### config.mk
export PLATFORM = sky130hd
export DESIGN_NAME = button_event_decoder_flat
export DESIGN_NICKNAME = d
export VERILOG_FILES = /design/src/rtl/button_event_decoder_if.sv /design/src/rtl/button_event_decoder.sv /design/src/flat_wrapper.sv
export SDC_FILE = /design/constraint.sdc
export NUM_CORES = 1
export LEC_CHECK = 0
export CORE_MARGIN = 2
export CORE_UTILIZATION = 55
export CTS_CLUSTER_SIZE = 25
export DETAILED_ROUTE_END_ITERATION = 12
export GPL_ROUTABILITY_DRIVEN = 1
export PLACE_DENSITY = 0.78
export SLEW_MARGIN = 10
export SYNTH_ARGS = -nofsm -noshare
export SYNTH_HDL_FRONTEND = slang
export SYNTH_SLANG_ARGS = --single-unit
### constraint.sdc
create_clock -name clk -period 4.25 [get_ports clk]
set_input_delay 0.6375 -clock clk [delete_from_list [all_inputs] [get_ports clk]]
set_output_delay 0.6375 -clock clk [all_outputs]
set_load 0.01 [all_outputs]
### src/rtl/button_event_decoder_if.sv
// Button event bundle between the conditioned button level and
// the event consumers (control FSMs, menus).
interface button_event_decoder_if #(
  parameter int COUNT_WIDTH = 8
);
  logic                   btn_level;
  logic                   press_pulse;
  logic                   release_pulse;
  logic                   long_press_pulse;
  logic                   repeat_pulse;
  logic                   held;
  logic [COUNT_WIDTH-1:0] press_count;

  modport master (
    output btn_level,
    input  press_pulse,
    input  release_pulse,
    input  long_press_pulse,
    input  repeat_pulse,
    input  held,
    input  press_count
  );

  modport slave (
    input  btn_level,
    output press_pulse,
    output release_pulse,
    output long_press_pulse,
    output repeat_pulse,
    output held,
    output press_count
  );
endinterface

### src/rtl/button_event_decoder.sv
// Turns a clean button level into one-cycle press/release/long/repeat
// events plus a held level and a wrapping press counter.
module button_event_decoder #(
  parameter int LONG_PRESS_CYCLES = 16,
  parameter int REPEAT_CYCLES     = 8,
  parameter int CNT_WIDTH         = 8,
  parameter int COUNT_WIDTH       = 8
) (
  input  logic                  clk,
  input  logic                  reset_n,
  button_event_decoder_if.slave bus
);

  typedef enum logic [1:0] {
    ARM,
    IDLE,
    PRESSED,
    LONG_HELD
  } state_t;

  localparam logic [CNT_WIDTH-1:0] LONG_LAST =
    CNT_WIDTH'(LONG_PRESS_CYCLES - 1);
  localparam logic [CNT_WIDTH-1:0] REP_LAST =
    CNT_WIDTH'(REPEAT_CYCLES - 1);
  localparam logic [CNT_WIDTH-1:0] T_ZERO = '0;
  localparam logic [CNT_WIDTH-1:0] T_ONE  = CNT_WIDTH'(1);
  localparam logic [COUNT_WIDTH-1:0] C_ONE = COUNT_WIDTH'(1);

  state_t                 state_q, state_d;
  logic [CNT_WIDTH-1:0]   timer_q, timer_d;
  logic [COUNT_WIDTH-1:0] cnt_q, cnt_d;
  logic                   press_q, press_d;
  logic                   rel_q, rel_d;
  logic                   long_q, long_d;
  logic                   rep_q, rep_d;
  logic                   held_q, held_d;
  logic                   btn;

  assign btn = bus.btn_level;

  always_ff @(posedge clk or negedge reset_n) begin
    if (!reset_n) begin
      state_q <= ARM;
      timer_q <= '0;
      cnt_q   <= '0;
      press_q <= 1'b0;
      rel_q   <= 1'b0;
      long_q  <= 1'b0;
      rep_q   <= 1'b0;
      held_q  <= 1'b0;
    end else begin
      state_q <= state_d;
      timer_q <= timer_d;
      cnt_q   <= cnt_d;
      press_q <= press_d;
      rel_q   <= rel_d;
      long_q  <= long_d;
      rep_q   <= rep_d;
      held_q  <= held_d;
    end
  end

  // Release is tested first so it always wins over long/repeat.
  always_comb begin
    state_d = state_q;
    timer_d = timer_q;
    cnt_d   = cnt_q;
    press_d = 1'b0;
    rel_d   = 1'b0;
    long_d  = 1'b0;
    rep_d   = 1'b0;
    held_d  = held_q;
    unique case (state_q)
      ARM: begin
        held_d = 1'b0;
        if (!btn) begin
          state_d = IDLE;
          timer_d = T_ZERO;
        end
      end
      IDLE: begin
        if (btn) begin
          state_d = PRESSED;
          timer_d = T_ZERO;
          press_d = 1'b1;
          held_d  = 1'b1;
          cnt_d   = cnt_q + C_ONE;
        end
      end
      PRESSED: begin
        if (!btn) begin
          state_d = IDLE;
          timer_d = T_ZERO;
          rel_d   = 1'b1;
          held_d  = 1'b0;
        end else if (timer_q == LONG_LAST) begin
          state_d = LONG_HELD;
          timer_d = T_ZERO;
          long_d  = 1'b1;
        end else begin
          timer_d = timer_q + T_ONE;
        end
      end
      LONG_HELD: begin
        if (!btn) begin
          state_d = IDLE;
          timer_d = T_ZERO;
          rel_d   = 1'b1;
          held_d  = 1'b0;
        end else if (timer_q == REP_LAST) begin
          timer_d = T_ZERO;
          rep_d   = 1'b1;
        end else begin
          timer_d = timer_q + T_ONE;
        end
      end
      default: begin
        state_d = ARM;
        timer_d = T_ZERO;
        held_d  = 1'b0;
      end
    endcase
  end

  assign bus.press_pulse      = press_q;
  assign bus.release_pulse    = rel_q;
  assign bus.long_press_pulse = long_q;
  assign bus.repeat_pulse     = rep_q;
  assign bus.held             = held_q;
  assign bus.press_count      = cnt_q;

endmodule

### src/flat_wrapper.sv
// flat-port wrapper written by rule: the top's interface ports become plain ports
module button_event_decoder_flat 
#(
  parameter int LONG_PRESS_CYCLES = 16,
  parameter int REPEAT_CYCLES     = 8,
  parameter int CNT_WIDTH         = 8,
  parameter int COUNT_WIDTH       = 8
)
  (clk, reset_n, bus_btn_level, bus_press_pulse, bus_release_pulse, bus_long_press_pulse, bus_repeat_pulse, bus_held, bus_press_count);
  button_event_decoder_if #(.COUNT_WIDTH(COUNT_WIDTH)) bus_i ();
  input  logic clk;
  input  logic reset_n;
  input wire logic [$bits(bus_i.btn_level)-1:0] bus_btn_level;
  output wire logic [$bits(bus_i.press_pulse)-1:0] bus_press_pulse;
  output wire logic [$bits(bus_i.release_pulse)-1:0] bus_release_pulse;
  output wire logic [$bits(bus_i.long_press_pulse)-1:0] bus_long_press_pulse;
  output wire logic [$bits(bus_i.repeat_pulse)-1:0] bus_repeat_pulse;
  output wire logic [$bits(bus_i.held)-1:0] bus_held;
  output wire logic [$bits(bus_i.press_count)-1:0] bus_press_count;
  assign bus_i.btn_level = bus_btn_level;
  assign bus_press_pulse = bus_i.press_pulse;
  assign bus_release_pulse = bus_i.release_pulse;
  assign bus_long_press_pulse = bus_i.long_press_pulse;
  assign bus_repeat_pulse = bus_i.repeat_pulse;
  assign bus_held = bus_i.held;
  assign bus_press_count = bus_i.press_count;
  button_event_decoder #(.LONG_PRESS_CYCLES(LONG_PRESS_CYCLES), .REPEAT_CYCLES(REPEAT_CYCLES), .CNT_WIDTH(CNT_WIDTH), .COUNT_WIDTH(COUNT_WIDTH)) u_core (.clk(clk), .reset_n(reset_n), .bus(bus_i));
endmodule
==> impl_results.md <==
* Status: completed
* Total detailed-routing wirelength at 2.26 mm
* Placement Cell Area at 1340 µm²
* CP startpoint kind: primary input
* CTS root buffer: clkbuf_4
* Worst VDD drop at 0.340 mV
* Die height at 50.5 µm
* RR Endpoint: u_core.timer_q[4]
* Yosys cell types at between 40 and 50
* Syn_nets at ~120
* Die Wd at 50.5 µm
* Via density per instance at 5.87
* Initial drt markers at 16
* Post-route cell area at 1370 µm²
* Final nets at approximately 130
* Fin worst setup slack at 2.19 ns
* Post-CTS Setup Bufs at 0
* H-Tree Level Count at 1
* Maxcap violations at 0
* Drt pass-1 iters at 4
* Remaining Overflow, GRT at 0
* PortBufs at 15
* Crit path from: bus_btn_level
* Hold path startpoint: u_core.bus.press_count[7]
* Hold crit path type: reg2reg
* Final-report max-slew violation count at 0
* CTS Buffer Depth at 2
* Antenna-violating nets left at 0
* CTS resizes at 0
* Ys flop type: dfrtp_1
* Synth warn at 0
* Worst Skew at 0.00427 ns
* CP Max Fanout at 10
* WS Path Type: in2reg
* Static Leakage at 0.000611 µW
* DIE AREA at 2550 µm²
* HPWL after DPL at approximately 1.7 mm
* Placed insts at 145
* Yosys top cell by area: dfrtp_1
* Async S/R FF share, synth at 1.00
* Largest net degree at the start of global routing at 24
* Most frequent cell after synthesis: dfrtp_1
* Crit Reg-Reg Startpoint: u_core.state_q[0]
* RSZ-0062 raised after global routing: no
* Via count at 874
* Worst-margin pin slew at between 0.9 and 1 ns
* Final setup vio count at 0
* Cts bufs inserted at 3
* CTS tree: yes
* Starting Density at 0.593
* Layout area overhead at 15.1%
* #FFs+latches synth at 23
* Gr usage total at 0.215
* Synth top cells by count: dfrtp_1, ha_1, nand2_1, nand3_1
* Crit end category: flop
* Slew HR at 0.335
* Power Density at 537 nW/µm²
* Initial antenna violation count at 0
* Worst hold path depth at 1
* Register area share after synthesis at 0.485
* Crit path required time at 4.51 ns
* Number of global-route vias before repair at 891
* Io pins at 16
* Clock sinks at 23
* Synth Cell Area at between 1000 and 1500 µm²
* # DRC at 0
* Post-synth EDFFs at 0
* Final core utilization at 0.683
* Core Region at 2000 µm²
* Clk_lat worst skew at 0.32 ns
* R2R depth at 6
* Hold Path End: u_core.bus.press_count[7]
* Cts hold-fix bufs at 0
* Mean Syn Cell Area at 11.0 µm²
* DP Worst Slack at between 1.5 and 2 ns
* Share of cells above drive strength 1 at 0.107
* Post-synth top area share at 0.485
* First-pass GRT wire length at ~4 mm
* Rows at 16
* Antenna diode count at 0
* Mapped Cells at about 110
* Largest cells by area after synthesis: dfrtp_1, ha_1, xnor2_1
* Filler cells at between 150 and 200
* Worst EP arrival at ~2.3 ns
* Gp weighted congestion at 0.781
* Final Critical Period at around 2 ns
* Final Hold Viols at 0
* CTS clk-pin slew, worst paths at 0.12 ns
* Max Freq at 485 MHz
* WL/cell at 15.2 µm
* Tcrit/Tclk final at 0.485
* Post-route setup TNS at 0 ns
* Worst R2R Setup Slack at 2.43 ns
* Fin cells at between 100 and 150
## critical path: stages
cell             delay [ns]
clkdlybuf4s50_1        0.66
o21ai_0                0.19
a41o_2                 0.32
or4_1                  0.41
nand3_1                0.10
## worst max-delay path by stage
stage,slack [ns],cells after the start,to
after global placement,1.95,5,u_core.timer_q[3]
final,2.19,5,u_core.timer_q[4]
after floorplan,2.50,6,u_core.timer_q[6]
after CTS,2.21,5,u_core.timer_q[4]
after detailed placement,1.88,5,u_core.timer_q[4]
after global routing,2.12,5,u_core.bus.press_count[5]
## layout make-up
cell class	count	area, µm²	share of cell area
Sequential cell	23	576	0.421
Multi-Input combinational cell	76	566	0.414
Timing Repair Buffer	15	150	0.110
Tap cell	27	33.8	0.0247
Clock buffer	4	26.3	0.0192
Inverter	4	15.0	0.0110
## metal layers
layer  up-vias  share of wire  wire length [µm]  global-route usage
met1       428           0.42               951               0.270
met4         0          0.019                44              0.0676
met5         -              0                 0                   0
met3         6          0.055               124              0.0655
li1        413              -                 -                   -
met2        27           0.50              1140               0.357
## per-stage QoR
step / power [µW] / hold slack [ns]
2_1_floorplan: 517 / 0.342
3_3_place_gp: 615 / 0.462
3_5_place_dp: 636 / 0.467
4_1_cts: 737 / 0.488
5_1_grt: 789 / 0.510
6_report: 734 / 0.482
## power breakdown
| group | switching, µW | internal [µW] |
|---|---|---|
| clock network | 64.8 | 36.8 |
| registers | 51.4 | 267 |
| logic | 159 | 156 |
| total | 275 | 460 |
## layout by cell type (no fill, tap or decap), types with 2 or more instances in the layout
cell	instances
a21oi_1	2
nor2_1	6
dfrtp_1	23
nand2_1	7
nor3_1	2
nand4_1	3
o21ai_0	2
and3_1	2
xnor2_1	6
inv_1	4
nand3_1	7
mux2i_1	3
ha_1	7
mux2_2	3
clkbuf_4	3
a22o_1	3
clkdlybuf4s50_1	15
## flip-flops by register name, summed over array words and instances (netlist names)
register,flops
u_core.bus.press_count,8
u_core.timer_q,8
u_core.bus.press_pulse,1
u_core.bus.release_pulse,1
u_core.bus.repeat_pulse,1
u_core.bus.held,1
u_core.state_q,2
u_core.bus.long_press_pulse,1
## cells by family (layout without fill, tap and decap cells)
group | after synthesis | in the layout | share of synthesized area
fa+ha+maj | 7 | 7 | 0.0738
mux | 7 | 7 | 0.0664
simple gates | 39 | 39 | 0.183
flops | 23 | 23 | 0.485
buf+inv | 9 | 23 | 0.0390
xor+xnor | 7 | 7 | 0.0516
compound gates | 16 | 16 | 0.101
(Power assumes the default switching activity.)
